$ cat config.mk
export PLATFORM = sky130hd
export DESIGN_NAME = mem_arbiter
export DESIGN_NICKNAME = d
export VERILOG_FILES = /design/src/rtl/mips_mem_pkg.sv /design/src/rtl/mem_arb_timer.sv /design/src/rtl/mem_arbiter.sv
export SDC_FILE = /design/constraint.sdc
export NUM_CORES = 1
export LEC_CHECK = 0
export ABC_AREA = 1
export ABC_CLOCK_PERIOD_IN_PS = 1700
export CORE_UTILIZATION = 43
export DETAILED_ROUTE_END_ITERATION = 7
export MAX_ROUTING_LAYER = met4
export PLACE_DENSITY = 0.81
export SYNTH_ARGS = -nofsm -noshare
export SYNTH_HDL_FRONTEND = slang
export SYNTH_SLANG_ARGS = --single-unit
$ cat constraint.sdc
create_clock -name clk -period 1.7 [get_ports clk]
set_clock_uncertainty 0.05 [all_clocks]
set_input_delay 0.17 -clock clk [delete_from_list [all_inputs] [get_ports clk]]
set_output_delay 0.17 -clock clk [all_outputs]
set_load 0.02 [all_outputs]
$ cat src/rtl/mips_mem_pkg.sv
// Shared types and timeout sizing for the simpleMIPS unified-memory arbiter, memory model and bench.
package mips_mem_pkg;

    typedef enum logic [1:0] {
        ARB_IDLE,
        ARB_BUSY,
        ARB_RESP
    } arb_state_t;

    typedef enum logic {
        OWN_I,
        OWN_D
    } owner_t;

    localparam int unsigned TMO_CYCLES_DEF = 255;

    // Timer width able to hold TMO_CYCLES; at least one bit so a disabled timer still has a legal width.
    function automatic int unsigned tmo_width(input int unsigned cycles);
        return (cycles == 0) ? 1 : $clog2(cycles + 1);
    endfunction

    localparam int unsigned TMO_W = tmo_width(TMO_CYCLES_DEF);

endpackage

$ cat src/rtl/mem_arb_timer.sv
// BUSY-phase watchdog: cleared while idle, counts while enabled, flags expiry on the last allowed cycle.
module mem_arb_timer #(
    parameter int unsigned TMO_CYCLES = 255,
    parameter int unsigned W          = 8
) (
    input  logic clk,
    input  logic rst,
    input  logic clr,
    input  logic en,
    output logic expire_c
);

    generate
        if (TMO_CYCLES == 0) begin : g_off
            logic unused_tmr;
            assign unused_tmr = &{1'b0, clk, rst, clr, en};
            assign expire_c   = 1'b0;
        end else begin : g_on
            logic [W-1:0] cnt;

            always_ff @(posedge clk or negedge rst) begin
                if (!rst) begin
                    cnt <= '0;
                end else if (clr) begin
                    cnt <= '0;
                end else if (en) begin
                    cnt <= cnt + W'(1);
                end
            end

            assign expire_c = en && (cnt == W'(TMO_CYCLES - 1));
        end
    endgenerate

endmodule

$ cat src/rtl/mem_arbiter.sv
// Arbitrates the fetch (I) and load/store (D) ports onto one variable-latency single-port memory.
// Define ARB_ROUND_ROBIN_EN for alternating grants on contention; default is fixed D-over-I priority.
module mem_arbiter
    import mips_mem_pkg::*;
#(
    parameter int unsigned AW         = 32,
    parameter int unsigned DW         = 32,
    parameter int unsigned TMO_CYCLES = 255
) (
    input  logic            clk,
    input  logic            rst,
    input  logic            i_req,
    input  logic [AW-1:0]   i_addr,
    output logic            i_ack,
    output logic [DW-1:0]   i_rdata,
    input  logic            d_req,
    input  logic            d_we,
    input  logic [AW-1:0]   d_addr,
    input  logic [DW-1:0]   d_wdata,
    input  logic [DW/8-1:0] d_be,
    output logic            d_ack,
    output logic [DW-1:0]   d_rdata,
    output logic            m_req,
    output logic            m_we,
    output logic [AW-1:0]   m_addr,
    output logic [DW-1:0]   m_wdata,
    output logic [DW/8-1:0] m_be,
    input  logic            m_ack,
    input  logic [DW-1:0]   m_rdata,
    output logic            bus_err
);

    localparam int unsigned TW = tmo_width(TMO_CYCLES);

    arb_state_t state;
    arb_state_t state_nxt;
    owner_t     owner;
    owner_t     grant_c;
    logic       any_req_c;
    logic       done_c;
    logic       expire_c;

    assign any_req_c = i_req | d_req;
    assign done_c    = m_ack | expire_c;

`ifdef ARB_ROUND_ROBIN_EN
    owner_t last_owner;

    // On contention hand the grant to whichever port did not win last time.
    always_comb begin
        grant_c = OWN_D;
        if (i_req && d_req) begin
            grant_c = (last_owner == OWN_D) ? OWN_I : OWN_D;
        end else if (i_req) begin
            grant_c = OWN_I;
        end
    end

    always_ff @(posedge clk or negedge rst) begin
        if (!rst) begin
            last_owner <= OWN_I;
        end else if (state == ARB_IDLE && any_req_c) begin
            last_owner <= grant_c;
        end
    end
`else
    always_comb begin
        grant_c = d_req ? OWN_D : OWN_I;
    end
`endif

    always_comb begin
        state_nxt = state;
        case (state)
            ARB_IDLE: if (any_req_c) state_nxt = ARB_BUSY;
            ARB_BUSY: if (done_c)    state_nxt = ARB_RESP;
            ARB_RESP:                state_nxt = ARB_IDLE;
            default:                 state_nxt = ARB_IDLE;
        endcase
    end

    mem_arb_timer #(
        .TMO_CYCLES (TMO_CYCLES),
        .W          (TW)
    ) u_timer (
        .clk      (clk),
        .rst      (rst),
        .clr      (state == ARB_IDLE),
        .en       (state == ARB_BUSY),
        .expire_c (expire_c)
    );

    // Memory-side fields are latched at grant so requester changes during BUSY cannot leak through.
    always_ff @(posedge clk or negedge rst) begin
        if (!rst) begin
            state   <= ARB_IDLE;
            owner   <= OWN_I;
            i_ack   <= 1'b0;
            i_rdata <= '0;
            d_ack   <= 1'b0;
            d_rdata <= '0;
            m_req   <= 1'b0;
            m_we    <= 1'b0;
            m_addr  <= '0;
            m_wdata <= '0;
            m_be    <= '0;
            bus_err <= 1'b0;
        end else begin
            state <= state_nxt;
            i_ack <= 1'b0;
            d_ack <= 1'b0;
            case (state)
                ARB_IDLE: begin
                    if (any_req_c) begin
                        owner <= grant_c;
                        m_req <= 1'b1;
                        if (grant_c == OWN_D) begin
                            m_we    <= d_we;
                            m_addr  <= d_addr;
                            m_wdata <= d_wdata;
                            m_be    <= d_be;
                        end else begin
                            m_we    <= 1'b0;
                            m_addr  <= i_addr;
                            m_wdata <= '0;
                            m_be    <= '0;
                        end
                    end
                end
                ARB_BUSY: begin
                    if (done_c) begin
                        m_req <= 1'b0;
                        if (owner == OWN_D) begin
                            d_ack   <= 1'b1;
                            d_rdata <= m_ack ? m_rdata : '0;
                        end else begin
                            i_ack   <= 1'b1;
                            i_rdata <= m_ack ? m_rdata : '0;
                        end
                        if (!m_ack) begin
                            bus_err <= 1'b1;
                        end
                    end
                end
                default: ;
            endcase
        end
    end

endmodule
==> metrics.cfg <==
[die]
coreArea_um2=14480
row_count=44
start_util=0.4393
fp.dieW_um=123.6
die_h_um=123.6
dieArea_um2=15280
ios=275

[setup_path]
cp.required_ns=1.48
path_cells=clkdlybuf4s50_1
cpLargestDelayFamily=buffers and inverters
arrival_ns=1.43
cp-end-kind=primary output
critical-path-slowest-cell=clkdlybuf4s50_1
crit_fanout=2
path_class=reg -> out
start_kind=register
critPathBufInv=1
cp_slowest_stage_delay_ns=0.63

[finish]
syn_to_final_growth_pct=55.65
layout.nets=1135
layout-drive-gt1-share=0.06349
diodes=0

[routing]
finalWirelength_um=18110
postRouteAntennaNets=0
drt_iter0_drc=391
post_drt_wl_per_cell_um=15.19
avgViaCountPerCell=5.044
vias=6013
drc_errors=0
drt_first_pass_iters=5

[clock_network]
clk_latency_ns=0.42
cts-root-buf=clkbuf_16
htreeDepth=4
clock_path_buffers=2
cts_buffers=17
postCtsSetupBuffers=0
cts_tree=yes
path_clk_slew_ns=0.06
clock_sinks=148

[yosys]
netlist.area_leader.share=0.5822
synth.yosys.warnings=0
avgSynthCellArea_um2=8.678
synthTopCellsByArea=dfrtp_1 (58%), nand2_1 (17%), nand4_1 (6.5%)
syn_area_um2=6361
synth_largest_area_cell=dfrtp_1
ys_types=24
syn_inst=733
syn-num-nets=873
ys_ff_latch=148
seq_area_frac_synth=0.5822

[run]
cap_violations=0

[grt]
overflow=0
grtUsageTotal=0.2461
grt_start_max_net_pins=61
grt_pass1_wl_um=27380
grt_pass1_vias=5439
antenna_found_initial=0

[timing]
max_freq_mhz=606.2
fin_setup_tns_ns=0
rsz0062_at_grt=no
whs_ns=0.09996
tightest_slew_ns=0.4286
slew_violations=0
maxSlewHeadroom=0.7143
hold_viol=0
min_period_ns=1.650
fin_crit_sh=0.9703
setup_viol_count_final=0

[place]
gp_congestion=0.8439
portBuffers=274
post-dp-hpwl_um=12920

[outcome]
status=completed

[power_and_ir_drop]
power_leakage_uw=0.004785
irDropWorstVdd_uv=1047
powerDensity_nw_per_um2=1878

[min_path]
hold_path.class=in -> reg

-- per-stage QoR --
step	util	setup slack, ns	total power, µW	cell area (µm²)	cells
6_report	0.6838	0.05047	18590	9901	1192
5_1_grt	0.6838	0.003113	19730	9901	1192
4_1_cts	0.6835	0.01068	18740	9896	1192
3_5_place_dp	0.6436	0.1161	15090	9319	1159
3_3_place_gp	0.6436	0.1891	14910	9319	1159
2_1_floorplan	-	0.2462	10540	6361	733
-- final timing paths --
kind	startpoint	to	slack, ns	depth (start not counted)
max	d_rdata[27]	d_rdata[27]	0.05	1
min	d_req	m_addr[9]	0.1	4
max in group asynchronous	rst	m_wdata[21]	0.71	3
max reg2reg	u_timer.g_on.cnt[0]	d_rdata[31]	0.11	10
min reg2reg	i_rdata[28]	i_rdata[28]	0.42	2
min in group asynchronous	rst	d_rdata[21]	0.18	2
-- repair_timing --
action	in CTS	in global routing
resized for setup	0	2
setup endpoints to repair	0	2
hold buffers	1	0
endpoints found under the hold margin	80	0
-- cells by family after synthesis --
logic type | count (synthesis) | share of synthesized area
adder cells (fa/ha/maj) | 2 | 0.003933
AND/OR/NAND/NOR | 407 | 0.2811
AO/OA/AOI/OAI | 76 | 0.06117
buffers and inverters | 100 | 0.07160
flip-flops | 148 | 0.5822
-- registers in the layout, indices dropped and copies added, names as in the netlist --
register and flops:
i_rdata 32, bus_err 1, i_ack 1, m_addr 32, owner 1, m_req 1, m_we 1, d_rdata 32
state 2, d_ack 1, u_timer.g_on.cnt 8, m_be 4, m_wdata 32
-- layout make-up --
type,instances,area (µm²)
Clock buffer,19,442.9
Clock inverter,13,123.9
Fill cell,1136,4578
Inverter,47,176.4
Multi-Input combinational cell,485,2215
Sequential cell,148,3704
Tap cell,184,230.2
Timing Repair Buffer,296,3009
-- metal layers --
metal / routed length, µm / GRT usage / share of wire / vias up
met3: 1561 / 0.05998 / 0.086 / 38
met2: 8721 / 0.3851 / 0.48 / 271
met4: 590 / 0.1182 / 0.033 / 0
met1: 7237 / 0.2992 / 0.40 / 2788
li1: - / - / - / 2916
met5: 0 / - / 0 / -
-- power breakdown --
group | internal [µW] | switching (µW)
Clock | 2070 | 1510
Combinational | 3960 | 5020
Sequential | 5120 | 917
Total | 11200 | 7440
-- cell usage after synthesis --
| cell | n |
|---|---|
| nand2_1 | 284 |
| dfrtp_1 | 148 |
| nand4_1 | 66 |
| o21ai_0 | 59 |
| inv_1 | 45 |
| nand3_1 | 41 |
| clkbuf_1 | 24 |
| buf_2 | 19 |
| o21ai_1 | 10 |
| nor2_1 | 9 |
| buf_6 | 6 |
| a21oi_1 | 4 |
| buf_4 | 3 |
| ha_1 | 2 |
| inv_2 | 2 |
| nand2_2 | 2 |
| nand3_4 | 2 |
| buf_1 | 1 |
| nand2_4 | 1 |
| nor2_2 | 1 |
| nor3_1 | 1 |
| o21a_1 | 1 |
| o21ai_2 | 1 |
| o21bai_1 | 1 |
-- layout by cell type, fill, tap and decap left out, types with 10 or more instances in the layout --
cell,Yosys,layout
o21ai_1,10,10
nand4_1,66,66
inv_1,45,45
clkbuf_16,0,17
clkdlybuf4s50_1,0,269
buf_4,3,14
o21ai_0,59,59
nand3_1,41,41
dfrtp_1,148,148
nand2_1,284,284
Power figures use the tool's default switching activity.
